## src/rtl/timer.sv

```systemverilog
// Memory-mapped down-counting timer with prescaler, auto-reload and a level interrupt.
// Registers: CTRL, LOAD, COUNT, STATUS, PRESCALE at word offsets 0x00-0x10.
module timer #(
  parameter int PRE_W  = 16,
  parameter int ADDR_W = 32
) (
  input  logic              clk,
  input  logic              rst_n,
  input  logic [ADDR_W-1:0] per_addr_i,
  input  logic [31:0]       per_data_i,
  input  logic              sel_i,
  input  logic              we_i,
  output logic [31:0]       tim_data_o,
  output logic              irq_o
);

  localparam logic [2:0] A_CTRL     = 3'd0;
  localparam logic [2:0] A_LOAD     = 3'd1;
  localparam logic [2:0] A_COUNT    = 3'd2;
  localparam logic [2:0] A_STATUS   = 3'd3;
  localparam logic [2:0] A_PRESCALE = 3'd4;

  logic             en;
  logic             auto_rl;
  logic             ie;
  logic             exp;
  logic [31:0]      load_r;
  logic [31:0]      count;
  logic [PRE_W-1:0] prescale;
  logic [PRE_W-1:0] pre_cnt;

  logic [2:0]  reg_sel;
  logic        wr;
  logic        wr_ctrl;
  logic        wr_load;
  logic        wr_status;
  logic        wr_prescale;
  logic        tick;
  logic        expire;
  logic [31:0] prescale_ext;
  logic        unused_addr;

  // Saturating decrement: COUNT never wraps below zero.
  function automatic logic [31:0] dec_sat(input logic [31:0] v);
    return (v == 32'd0) ? 32'd0 : v - 32'd1;
  endfunction

  assign reg_sel     = per_addr_i[4:2];
  assign unused_addr = ^{per_addr_i[ADDR_W-1:5], per_addr_i[1:0]};

  assign wr          = sel_i & we_i;
  assign wr_ctrl     = wr & (reg_sel == A_CTRL);
  assign wr_load     = wr & (reg_sel == A_LOAD);
  assign wr_status   = wr & (reg_sel == A_STATUS);
  assign wr_prescale = wr & (reg_sel == A_PRESCALE);

  // Tick and expiry are derived from pre-write register state.
  assign tick   = en & (pre_cnt == prescale);
  assign expire = tick & (count == 32'd0);

  always_ff @(posedge clk) begin
    if (!rst_n) begin
      en       <= 1'b0;
      auto_rl  <= 1'b0;
      ie       <= 1'b0;
      exp      <= 1'b0;
      load_r   <= 32'd0;
      count    <= 32'd0;
      prescale <= '0;
      pre_cnt  <= '0;
    end else begin
      if (!en || tick) pre_cnt <= '0;
      else             pre_cnt <= pre_cnt + PRE_W'(1);

      // Software CTRL write outranks the hardware one-shot EN clear.
      if (wr_ctrl) begin
        en      <= per_data_i[0];
        auto_rl <= per_data_i[1];
        ie      <= per_data_i[2];
      end else if (expire && !auto_rl) begin
        en <= 1'b0;
      end

      if (wr_load) load_r <= per_data_i;

      if (wr_load)                 count <= per_data_i;
      else if (expire && auto_rl)  count <= load_r;
      else if (tick)               count <= dec_sat(count);

      // Hardware set outranks the write-1-clear.
      if (expire)                          exp <= 1'b1;
      else if (wr_status && per_data_i[0]) exp <= 1'b0;

      if (wr_prescale) prescale <= per_data_i[PRE_W-1:0];
    end
  end

  assign irq_o = exp & ie;

  always_comb begin
    prescale_ext              = 32'd0;
    prescale_ext[PRE_W-1:0]   = prescale;
    tim_data_o                = 32'd0;
    if (sel_i) begin
      case (reg_sel)
        A_CTRL:     tim_data_o = {29'd0, ie, auto_rl, en};
        A_LOAD:     tim_data_o = load_r;
        A_COUNT:    tim_data_o = count;
        A_STATUS:   tim_data_o = {31'd0, exp};
        A_PRESCALE: tim_data_o = prescale_ext;
        default:    tim_data_o = 32'd0;
      endcase
    end
  end

endmodule

```

## config.mk

```make
export PLATFORM = sky130hd
export DESIGN_NAME = timer
export DESIGN_NICKNAME = d
export VERILOG_FILES = /design/src/rtl/timer.sv
export SDC_FILE = /design/constraint.sdc
export NUM_CORES = 1
export LEC_CHECK = 0
export CAP_MARGIN = 30
export CORE_ASPECT_RATIO = 0.9
export CORE_MARGIN = 2
export CORE_UTILIZATION = 55
export CTS_BUF_LIST = sky130_fd_sc_hd__clkbuf_8
export CTS_CLUSTER_SIZE = 16
export DETAILED_ROUTE_END_ITERATION = 7
export PLACE_DENSITY = 0.84
export RECOVER_POWER = 50
export SETUP_SLACK_MARGIN = 0.3
export SYNTH_ARGS = -nofsm -noshare
export SYNTH_HDL_FRONTEND = slang
export SYNTH_SLANG_ARGS = --single-unit
```

## constraint.sdc

```tcl
create_clock -name clk -period 3.4 [get_ports clk]
set_input_delay 0.34 -clock clk [delete_from_list [all_inputs] [get_ports clk]]
set_output_delay 0.34 -clock clk [all_outputs]
set_load 0.05 [all_outputs]
```

# Word-level counts from Yosys, hierarchy flattened
# Index checks and enable logic that the tools add are counted.
[word_totals]
reg_bits = 100
inputBits = 68
output_inout_bits = 33
wordCells = 46
[op_classes]
addsub = 2
n_eq_ne = 5
n_mux = 10
bitwise = 9
n_reduce_logical = 12
[op_table]
columns = ["op", "n"]
rows = [
  ["two-way mux 32 bit", 5],
  ["one-hot mux 32 bit (5 select lines)", 1],
  ["logical NOT 32 bit", 1],
  ["subtractor 32 x 1 -> 32 bit, second input constant", 1],
  ["adder 16 x 1 -> 16 bit, second input constant", 1],
  ["equality test 16 bit", 1],
  ["bitwise AND 1 bit", 8],
  ["equality test 3 x 2 -> 1 bit, second input constant", 2],
  ["two-way mux 1 bit", 4],
  ["nonzero test 2 bit", 2],
  ["equality test 3 x 1 -> 1 bit, second input constant", 1],
  ["equality test 3 bit, second input constant", 1],
  ["logical AND 1 bit", 3],
  ["logical NOT 3 bit", 1],
  ["nonzero test 3 bit", 1],
  ["logical NOT 1 bit", 2],
  ["OR reduction 2 bit", 1],
  ["logical OR 1 bit", 1],
  ["NOT 1 bit", 1],
]

# Logic depth before layout (Yosys ltp)
[logic_depth]
depth_word = 6
depth_mapped = 10
mapped_depth_nobuf = 8

# Least setup slack after synthesis
# Ideal clock, no wire load.
[synth_timing]
path_kind = "register -> register"
start = "register count[19]"
end = "register count[29]"
setup_time_ns = 0.070
arrival_ns = 2.436
t_required_ns = 3.330
slack_ns = 0.894
stages_incl_launch_ff = 8
path_buffers = 1
period_less_slack_ns = 2.506
cell_sequence = "dfxtp_1 buf_6 or4_4 or4_4 nor4_4 a211oi_1 or4_1 a21oi_1"
[synth_via]
elab_chain_cells = 5
word_cells_on_any_way = 9
cone_classes = "add/sub (1); mux (4); bitwise (1); reduce/logical (3)"
[synth_rtl]
columns = ["element", "line", "rtl"]
rows = [
  ["from (decl)", "28", "logic [31:0] count;"],
  ["from (signal assigned)", "86", "if (wr_load) count <= per_data_i;"],
  ["from (signal assigned)", "87", "else if (expire && auto_rl) count <= load_r;"],
  ["from (signal assigned)", "88", "else if (tick) count <= dec_sat(count);"],
  ["subtractor 32 x 1 -> 32 bit / logical NOT 32 bit (equally long branches)", "45, 59", ""],
  ["two-way mux 32 bit / bitwise AND 1 bit (equally long branches)", "45, 59", ""],
  ["two-way mux 32 bit / logical AND 1 bit (equally long branches)", "88, 87", ""],
  ["two-way mux 32 bit", "87", ""],
  ["two-way mux 32 bit", "86", ""],
]
# Several ways; a longest one is shown, not always the timed one. The select of a mux whose other input is x is not followed.
# A chain may end at the register's enable or synchronous reset.

# Worst setup path in the final report
[layout_timing]
start = "register count[2]"
end = "register count[29]"
# Same word-level chain as after synthesis.

==> summary.md <==
| Metric | Value |
|---|---|
| Outcome | `finished clean` |
| Number of setup violations in the final report | `0` |
| H-tree levels | `3` |
| Horizontal extent of the die | `112 µm` |
| Slew at the pin closest to its max-slew limit | `1.11 ns` |
| Lkg Pwr | `2.64 nW` |
| Vias post-DR | `6029` |
| Clk buf depth | `2` |
| Endpoint of the worst hold path | `count[1]` |
| Length of routed wiring on met1 | `7000 µm` |
| Count of synthesis-stage warnings from yosys | `0` |
| Part of the total power dissipated in combinational logic | `24.3%` |
| Worst hold path type | `input port to register` |
| Part of the Yosys area used for sequential elements | `34.4%` |
| Internal power contribution | `1.87 mW` |
| Worst reg-to-reg path cell count | `6` |
| Initial antenna violation count | `0` |
| Post-detailed-routing wire length | `17100 µm` |
| Setup TNS | `0 ns` |
| Peak supply drop | `0.243 mV` |
| Rows | `35` |
| Post-route fraction of the period consumed by the critical path | `83.4%` |
| Power per standard cell area | `386 nW/µm²` |
| Max-slew headroom | `25.7%` |
| Number of iterations in the first detailed-routing pass | `6` |
| Distinct cell type count after synthesis | `57` |
| Post-Route Skew | `0.0152 ns` |
| Final cell utilization of the core | `68.7%` |
| Category of the most critical setup path | `register to register` |
| Met3 wire length | `1640 µm` |
| Depth of the worst hold-timing path | `3` |
| RSZ-0062 raised after global routing | `no` |
| Global placement routability congestion | `0.937` |
| Async set or reset register ratio after synthesis | `0%` |
| Overall die height | `102 µm` |
| P&R area growth vs syn | `21.4%` |
| I/O pin count | `101` |
| Fill count | `811` |
| Synth Cell Area | `5820 µm²` |
| Wire length per cell | `18.4 µm` |
| Startpoint of the tightest hold check path | `rst_n` |
| Top layer reached by signal wires | `met4` |
| EDFF count, synth | `0` |
| Mapped Avg Cell Area | `7.73 µm²` |
| Overall global routing resource usage | `30.3%` |
| Setup bufs post-CTS | `0` |
| CP Launch Type | `register` |
| Top fanout value on the critical path | `9` |
| Launch point of the worst reg-to-reg path | `count[2]` |
| Port buffer count | `71` |
| Core area | `10300 µm²` |
| Type of destination of the critical path | `register` |
| # DRC | `0` |
| Area enclosed by the die boundary | `11400 µm²` |
| Final count of pins violating max slew | `0` |
| Starting Density | `56.6%` |
| Switching fraction of total power | `31.3%` |
| Vias/cell | `6.49` |
| Critical path data arrival time | `3.13 ns` |
| Detailed route wirelength on metal2 | `7980 µm` |
| Library cell used as clock root buffer | `sky130_fd_sc_hd__clkbuf_8` |
| Largest net degree at the start of global routing | `72` |
| RR Endpoint | `count[29]` |
| Count of state elements after synthesis | `100` |
| Initial detailed-routing violation count | `517` |
| Clk sinks | `100` |
| CTS hold repair buffers | `0` |
| Maximum Capacitance Violations | `0` |
| Net load switching power | `0.855 mW` |
| Maximum clock rate | `0.353 GHz` |
| Final critical path time including I/O delays and setup | `2.83 ns` |
| Seq pwr share | `44.9%` |
| Req. time, crit path | `3.70 ns` |
| Count of instances resized after the clock tree is built | `0` |
| Top FF cell, synth | `sky130_fd_sc_hd__dfxtp_1` |
| Proportion of layout cells with a drive suffix above 1 | `9.00%` |
| Worst-Skew Late Latency | `0.37 ns` |
| Number of global-route vias before repair | `5843` |
| Cell count after synthesis | `753` |
| Reg2Reg Setup Slack | `0.57 ns` |
| Num CTS Buffers | `9` |
| HPWL after DPL | `11900 µm` |
| Clock tree from TritonCTS | `done` |
| Antenna diode instance count | `0` |
| Post-synth net total | `823` |
| Relative contribution of the clock network to total power | `30.7%` |
| Global-route wire length before repair | `28300 µm` |
| Reg clk slew, reported paths | `0.10 ns` |
| Antenna-violating nets left | `0` |
| Hold violation total from the final report | `0` |
| Layout net count | `865` |
| Leftover overflow at the end of global routing | `0` |
-- logic make-up (layout without fill, tap and decap cells) --
logic type / after synthesis / in the layout / share of synthesized area, %
and+or+nand+nor: 305 / 305 / 25.0
AOI/OAI and AO/OA: 207 / 207 / 24.0
DFF: 100 / 100 / 34.4
buffers and inverters: 71 / 118 / 5.46
xor gates and xnor gates: 46 / 46 / 6.92
muxes: 22 / 22 / 3.78
adders and majority gates: 2 / 2 / 0.430
-- worst max path at each step --
| stage | startpoint | endpoint | slack [ns] | cells after the start |
|---|---|---|---|---|
| final | count[2] | count[29] | 0.57 | 6 |
| after global routing | per_addr_i[4] | count[20] | 0.41 | 7 |
| after CTS | count[0] | count[29] | 0.63 | 6 |
| after detailed placement | count[0] | count[29] | 0.66 | 6 |
| after global placement | count[0] | count[29] | 0.70 | 6 |
| after floorplan | count[19] | count[29] | 0.89 | 7 |
-- critical path, cell delays in order (launching register included) --
cell,delay (ns)
sky130_fd_sc_hd__dfxtp_1,0.40
sky130_fd_sc_hd__or4_1,0.61
sky130_fd_sc_hd__or3_1,0.55
sky130_fd_sc_hd__nor4_4,0.41
sky130_fd_sc_hd__a211oi_1,0.13
sky130_fd_sc_hd__or4_1,0.51
sky130_fd_sc_hd__a21oi_1,0.15
-- area by class of cell --
cell class                      count  area [µm²]  area share, %
Sequential cell                   100        2000           28.3
Inverter                            7        26.3          0.372
Clock buffer                        9         124           1.75
Tap cell                          129         161           2.28
Multi-Input combinational cell    582        3510           49.6
Clock inverter                      7        92.6           1.31
Timing Repair Buffer               95        1150           16.3
-- routing by layer --
metal | vias to the layer above | global-route usage, %
met5 | - | 0
met4 | 0 | 12.8
met3 | 54 | 4.43
met2 | 373 | 50.3
met1 | 2817 | 39.8
li1 | 2785 | -
-- state kept, by name (all words and copies together), names as in the netlist --
register  flops
count        32
load_r       32
pre_cnt      16
prescale     16
auto_rl       1
en            1
exp           1
ie            1
-- power groups by stage --
stage / clock (mW) / combinational (mW) / sequential, mW
after floorplan: 0 / 0.471 / 1.24
after global placement: 0 / 0.630 / 1.25
after detailed placement: 0 / 0.643 / 1.25
after CTS: 0.839 / 0.649 / 1.22
after global routing: 0.886 / 0.721 / 1.23
final: 0.838 / 0.664 / 1.23
-- per-stage QoR --
stage | cells | power (mW) | worst slack [ns] | hold slack [ns] | cell area (µm²)
final | 929 | 2.73 | 0.565 | 0.370 | 7070
after CTS | 929 | 2.71 | 0.630 | 0.357 | 7140
after detailed placement | 913 | 1.89 | 0.657 | 0.469 | 6930
after global placement | 912 | 1.88 | 0.697 | 0.449 | 6910
after global routing | 929 | 2.84 | 0.405 | 0.375 | 7070
after floorplan | 753 | 1.71 | 0.894 | 0.440 | 5820
-- cell usage in the layout, fill, tap and decap left out, types with 4 or more instances in the layout --
cell / n
sky130_fd_sc_hd__buf_12: 30
sky130_fd_sc_hd__nor2b_1: 23
sky130_fd_sc_hd__xnor2_1: 17
sky130_fd_sc_hd__a31oi_1: 15
sky130_fd_sc_hd__buf_4: 18
sky130_fd_sc_hd__inv_1: 9
sky130_fd_sc_hd__or3_1: 6
sky130_fd_sc_hd__nand3_1: 22
sky130_fd_sc_hd__nor2_1: 101
sky130_fd_sc_hd__nor4_1: 14
sky130_fd_sc_hd__xor2_1: 29
sky130_fd_sc_hd__a221oi_1: 4
sky130_fd_sc_hd__a21boi_0: 32
sky130_fd_sc_hd__nor3_1: 20
sky130_fd_sc_hd__nand2_1: 83
sky130_fd_sc_hd__clkbuf_1: 7
sky130_fd_sc_hd__nand4_1: 8
sky130_fd_sc_hd__a21oi_1: 57
sky130_fd_sc_hd__clkbuf_8: 9
sky130_fd_sc_hd__and3_1: 7
sky130_fd_sc_hd__o221ai_1: 19
sky130_fd_sc_hd__clkdlybuf4s50_1: 35
sky130_fd_sc_hd__dfxtp_1: 100
sky130_fd_sc_hd__mux2i_1: 22
sky130_fd_sc_hd__o21ai_0: 19
sky130_fd_sc_hd__a22oi_1: 31
-- synth_stat cells (3+ instances only) --
library cell	instances	area, µm²
sky130_fd_sc_hd__nor2_1	101	379
sky130_fd_sc_hd__dfxtp_1	100	2000
sky130_fd_sc_hd__nand2_1	83	312
sky130_fd_sc_hd__a21oi_1	57	285
sky130_fd_sc_hd__clkbuf_1	50	188
sky130_fd_sc_hd__a21boi_0	32	240
sky130_fd_sc_hd__a22oi_1	31	233
sky130_fd_sc_hd__xor2_1	29	254
sky130_fd_sc_hd__nor2b_1	23	144
sky130_fd_sc_hd__mux2i_1	22	220
sky130_fd_sc_hd__nand3_1	22	110
sky130_fd_sc_hd__nor3_1	21	105
sky130_fd_sc_hd__o21ai_0	19	95.1
sky130_fd_sc_hd__o221ai_1	19	166
sky130_fd_sc_hd__xnor2_1	17	149
sky130_fd_sc_hd__a31oi_1	15	93.8
sky130_fd_sc_hd__nor4_1	14	87.6
sky130_fd_sc_hd__nand4_1	8	50.1
sky130_fd_sc_hd__and3_1	7	43.8
sky130_fd_sc_hd__inv_1	7	26.3
sky130_fd_sc_hd__or3_1	6	37.5
sky130_fd_sc_hd__buf_6	5	56.3
sky130_fd_sc_hd__a221oi_1	4	35.0
sky130_fd_sc_hd__buf_2	4	20.0
sky130_fd_sc_hd__a211o_1	3	26.3
sky130_fd_sc_hd__a211oi_1	3	22.5
sky130_fd_sc_hd__and2_1	3	18.8
sky130_fd_sc_hd__buf_1	3	11.3
sky130_fd_sc_hd__o2111ai_1	3	26.3
sky130_fd_sc_hd__o21a_1	3	22.5
sky130_fd_sc_hd__o31ai_1	3	22.5
sky130_fd_sc_hd__or4_1	3	22.5
(Power assumes the default switching activity.)
